--- config.mk ---
export PLATFORM = sky130hd
export DESIGN_NAME = fifo_packer_flat
export DESIGN_NICKNAME = d
export VERILOG_FILES = /design/src/rtl/fifo_packer_if.sv /design/src/rtl/fifo_packer.sv /design/src/flat_wrapper.sv
export SDC_FILE = /design/constraint.sdc
export NUM_CORES = 1
export LEC_CHECK = 0
export ABC_AREA = 1
export CORE_UTILIZATION = 45
export CTS_CLUSTER_DIAMETER = 30
export DETAILED_ROUTE_END_ITERATION = 10
export PLACE_DENSITY = 0.74
export SYNTH_ARGS = -nofsm -noshare
export SYNTH_HDL_FRONTEND = slang
export SYNTH_SLANG_ARGS = --single-unit
--- constraint.sdc ---
create_clock -name clk -period 1.5 [get_ports clk]
set_clock_uncertainty 0.15 [all_clocks]
set_input_delay 0.3 -clock clk [delete_from_list [all_inputs] [get_ports clk]]
set_output_delay 0.3 -clock clk [all_outputs]
set_load 0.005 [all_outputs]
--- src/rtl/fifo_packer_if.sv ---
// Bundle of both handshakes of the packer: the FIFO consumer side and the wide sink side.
// The slave modport is the packer's view; the master modport is the environment's view.
interface fifo_packer_if #(
  parameter int W  = 3,
  parameter int N  = 4,
  parameter int CW = $clog2(N + 1)
);
  logic           f2c_irdy;
  logic           c2f_trdy;
  logic [W-1:0]   data_in;
  logic           flush_req;
  logic           pk2s_irdy;
  logic           s2pk_trdy;
  logic [N*W-1:0] data_out;
  logic [CW-1:0]  out_cnt;

  modport slave (
    input  f2c_irdy, data_in, flush_req, s2pk_trdy,
    output c2f_trdy, pk2s_irdy, data_out, out_cnt
  );

  modport master (
    output f2c_irdy, data_in, flush_req, s2pk_trdy,
    input  c2f_trdy, pk2s_irdy, data_out, out_cnt
  );
endinterface

--- src/rtl/fifo_packer.sv ---
// Packs N consecutive FIFO entries into one wide word (lane 0 = oldest),
// with on-demand flush of partial words and lossless backpressure to the FIFO.
module fifo_packer #(
  parameter type T = logic [2:0],
  parameter int  N = 4
) (
  input logic          clk,
  input logic          rst,
  fifo_packer_if.slave bus
);
  localparam int W    = $bits(T);
  localparam int LOGN = $clog2(N);
  localparam int CW   = $clog2(N + 1);
  localparam logic [LOGN-1:0] LAST = LOGN'(N - 1);

  logic [W-1:0]    acc_reg [N-1];
  logic [LOGN-1:0] idx_reg;
  logic            flush_pend_reg;
  logic            out_valid_reg;
  logic [N*W-1:0]  data_out_reg;
  logic [CW-1:0]   out_cnt_reg;

  logic [N*W-1:0]  full_word;
  logic [N*W-1:0]  part_word;
  logic            out_free;
  logic            accept;
  logic            complete;
  logic            flush_emit;
  logic            drain;

  assign out_free     = !out_valid_reg || bus.s2pk_trdy;
  assign bus.c2f_trdy = rst && !flush_pend_reg && !(idx_reg == LAST && !out_free);
  assign accept       = bus.f2c_irdy && bus.c2f_trdy;
  assign complete     = accept && (idx_reg == LAST);
  assign flush_emit   = flush_pend_reg && (idx_reg != '0) && out_free;
  assign drain        = out_valid_reg && bus.s2pk_trdy;

  assign bus.pk2s_irdy = out_valid_reg;
  assign bus.data_out  = data_out_reg;
  assign bus.out_cnt   = out_cnt_reg;

  // Lane wiring: the completing entry goes straight into the top lane; partial
  // words zero every lane at or above the current fill level.
  generate
    for (genvar gi = 0; gi < N - 1; gi++) begin : g_lane
      localparam logic [LOGN-1:0] LANE = LOGN'(gi);
      assign full_word[gi*W +: W] = acc_reg[gi];
      assign part_word[gi*W +: W] = (LANE < idx_reg) ? acc_reg[gi] : '0;
    end
  endgenerate
  assign full_word[(N-1)*W +: W] = bus.data_in;
  assign part_word[(N-1)*W +: W] = '0;

  always_ff @(posedge clk or negedge rst) begin
    if (!rst) begin
      for (int k = 0; k < N - 1; k++) acc_reg[k] <= '0;
    end else begin
      for (int k = 0; k < N - 1; k++) begin
        if (accept && idx_reg == LOGN'(k)) acc_reg[k] <= bus.data_in;
      end
    end
  end

  always_ff @(posedge clk or negedge rst) begin
    if (!rst) begin
      idx_reg        <= '0;
      flush_pend_reg <= 1'b0;
      out_valid_reg  <= 1'b0;
      data_out_reg   <= '0;
      out_cnt_reg    <= '0;
    end else begin
      // complete and flush_emit never coincide: a pending flush blocks accepts.
      if (complete) begin
        data_out_reg  <= full_word;
        out_cnt_reg   <= CW'(N);
        out_valid_reg <= 1'b1;
        idx_reg       <= '0;
      end else if (flush_emit) begin
        data_out_reg  <= part_word;
        out_cnt_reg   <= CW'(idx_reg);
        out_valid_reg <= 1'b1;
        idx_reg       <= '0;
      end else begin
        if (accept) idx_reg <= idx_reg + 1'b1;
        if (drain)  out_valid_reg <= 1'b0;
      end

      if (flush_pend_reg) begin
        if (idx_reg == '0 || out_free) flush_pend_reg <= 1'b0;
      end else if (bus.flush_req) begin
        flush_pend_reg <= 1'b1;
      end
    end
  end
endmodule

--- src/flat_wrapper.sv ---
// flat-port wrapper written by rule: the top's interface ports become plain ports
module fifo_packer_flat 
#(
  parameter type T = logic [2:0],
  parameter int  N = 4
)
  (clk, rst, bus_f2c_irdy, bus_data_in, bus_flush_req, bus_s2pk_trdy, bus_c2f_trdy, bus_pk2s_irdy, bus_data_out, bus_out_cnt);
  fifo_packer_if #(.N(N)) bus_i ();
  input logic clk;
  input logic rst;
  input wire logic [$bits(bus_i.f2c_irdy)-1:0] bus_f2c_irdy;
  input wire logic [$bits(bus_i.data_in)-1:0] bus_data_in;
  input wire logic [$bits(bus_i.flush_req)-1:0] bus_flush_req;
  input wire logic [$bits(bus_i.s2pk_trdy)-1:0] bus_s2pk_trdy;
  output wire logic [$bits(bus_i.c2f_trdy)-1:0] bus_c2f_trdy;
  output wire logic [$bits(bus_i.pk2s_irdy)-1:0] bus_pk2s_irdy;
  output wire logic [$bits(bus_i.data_out)-1:0] bus_data_out;
  output wire logic [$bits(bus_i.out_cnt)-1:0] bus_out_cnt;
  assign bus_i.f2c_irdy = bus_f2c_irdy;
  assign bus_i.data_in = bus_data_in;
  assign bus_i.flush_req = bus_flush_req;
  assign bus_i.s2pk_trdy = bus_s2pk_trdy;
  assign bus_c2f_trdy = bus_i.c2f_trdy;
  assign bus_pk2s_irdy = bus_i.pk2s_irdy;
  assign bus_data_out = bus_i.data_out;
  assign bus_out_cnt = bus_i.out_cnt;
  fifo_packer #(.T(T), .N(N)) u_core (.clk(clk), .rst(rst), .bus(bus_i));
endmodule
==> out/results.ini <==
[run_status]
status=complete, but fails checks
violations=setup timing

[sta]
hold_viol=0
max_freq_mhz=601
worst_pin_slew_ps=362
finalMaxSlewViolations=0
finalCritPeriodShare_pct=111
setup_slack_ps=-164
period_needed_ps=1660
rsz0062_at_grt=yes
relSlewSlack_pct=75.8
final-setup-viol-count=19

[grt]
grt_use_total_pct=19.3
grt_start_max_net_pins=29
grt_pass1_wl_um=4710
use_met3_pct=1.86
grt_busiest_layer=met2
grt_pass1_vias=1038
grt_overflow=0
grt_use_met2_pct=31.8
antenna_found_initial=0
met1_usage_pct=26.5

[setup_path]
r2r_setup_slack_ps=-80
path_buf_inv=2
end_kind=primary output
crit_type=reg2out
worst_ep_required_time_ps=1050
rr_endpoint=u_core.acc_reg[1]
slowest_stage=dfrtp_1
reg2regPathDepth=7
arrival_ps=1210
path_max_fanout=2
reg2reg_from=u_core.idx_reg[1]
crit_family=flip-flops
crit_path_cell_trace=ha_2 > nand2_2 > nand2_1 > inv_1 > buf_2
max_stage_delay_ps=410
cp-start-kind=register

[routing]
antenna_left=0
dr.first_iter.drc_count=30
routed_wl_um=3010
wl_per_cell_um=13.2
via_count=1139
firstDrtPassIters=4
drc=0
routed_via_density=5.02

[logic_synthesis]
yosysUniqueCellTypes=17
ys_top_cells_by_area=dfrtp_1 (54%), nand2_1 (19%), ha_1 (4.8%)
ys_ff_latch=28
avgSynthCellArea_um2=8.85
yosys.area.top_type_share_pct=53.8
syn-num-nets=160
ys_seq_area_share_pct=53.8
syn-cell-area_mm2=0.00130
synthCells=147
yosys_warnings=0
yosys.area.top_type=dfrtp_1

[clock_network]
ctsRootBufferMaster=clkbuf_4
cts_buffers=3
cts_max_path_buffers=2
clk_pin_slew_ps=150
ctsHtreeMaxLevel=1
worstSkewPairLatency_ps=330
cts_tree=done
cts.sinks=28

[hold_path]
hold_class=in2async

[final_layout]
layout_common_cells=nand2_1 (65), dfrtp_1 (28), buf_4 (20), dlygate4sd2_1 (14), inv_1 (8)
regArea_um2=701
antenna_cells=0
fill_cells=222
drive_above_1_share_pct=28.1
fin_area_mm2=0.00187
multiInputGateArea_um2=604
fin_util_pct=67.6
area_growth_pct=43.4
nNetsFinal=210
mostFrequentLayoutCell=nand2_1
largest_register_ffs=12
fin_cells=227

[place]
dp_hpwl_um=1990
globalplace.congestion=0.779
dpl_cell_area_mm2=0.00168
place_inst=216
port_buffers=24
place_ws_ps=-496

[floorplanning]
die_width_um=55.8
num_io_pins=25
core-area_mm2=0.00276
design.die.area_mm2=0.00311
initial_utilization_pct=47.2
die_height_um=55.8
core.rowCount=19

[job]
cap_violations=0

[power_and_ir_drop]
p_per_area_mw_per_mm2=1610
totalPowerFinal_mw=3.00
max-vdd-ir-drop_uv=1030
p_leak_nw=1.05

[synthesized netlist by cell type (all sizes together)]
cell type	instances
a22o	1
nand3	6
nor2	7
inv	16
ha	5
o21ai	10
buf	2
nand2	70
dfrtp	28
nand4	2
[report_power, final]
group,internal (mW),total (mW),switching [mW]
Combinational,0.627,1.31,0.680
Sequential,1.04,1.20,0.157
Clock,0.270,0.497,0.226
Total,1.94,3.00,1.06
[how the worst max path moves through the flow]
stage / start / cells past startpoint / end
6_report: u_core.idx_reg[1] / 5 / bus_c2f_trdy
5_1_grt: u_core.idx_reg[1] / 5 / bus_c2f_trdy
3_3_place_gp: bus_s2pk_trdy / 8 / bus_c2f_trdy
2_1_floorplan: u_core.idx_reg[0] / 9 / u_core.bus.data_out[0]
3_5_place_dp: bus_s2pk_trdy / 8 / bus_c2f_trdy
4_1_cts: u_core.idx_reg[1] / 5 / bus_c2f_trdy
[kinds of logic (layout without fill, tap and decap cells)]
logic type      count (synthesis)  count (layout)  synth area share [%]
flops                          28              28                  53.8
simple gates                   85              86                  30.3
fa+ha+maj                       5               5                  4.81
compound gates                 11              11                  4.52
buf+inv                        18              66                  6.54
[per-stage QoR]
step                setup TNS [ps]  hold WS (ps)
finish                        -805           199
global placement             -7350           304
detailed placement           -8650           307
global route                 -3120           236
CTS                           -175           215
floorplan                        0          -146
[routing by layer]
| layer | share of wire (%) | up-vias |
|---|---|---|
| li1 | - | 558 |
| met5 | 0 | - |
| met4 | 1.1 | 0 |
| met1 | 42 | 539 |
| met2 | 53 | 38 |
| met3 | 4.0 | 4 |
[repair_timing]
item,CTS,global route
buffers inserted,5,2
hold buffers,0,0
pin swaps,10,13
setup endpoints to repair,42,30
gates resized for setup,40,15
gates cloned,0,1
[cell type report]
class / instances / share of cell area (%)
Tap cell: 31 / 2.08
Sequential cell: 28 / 37.6
Clock buffer: 3 / 1.21
Multi-Input combinational cell: 102 / 32.4
Inverter: 16 / 3.76
Clock inverter: 1 / 1.61
Timing Repair Buffer: 46 / 21.4
No activity file was read; power rests on OpenSTA's default activity.
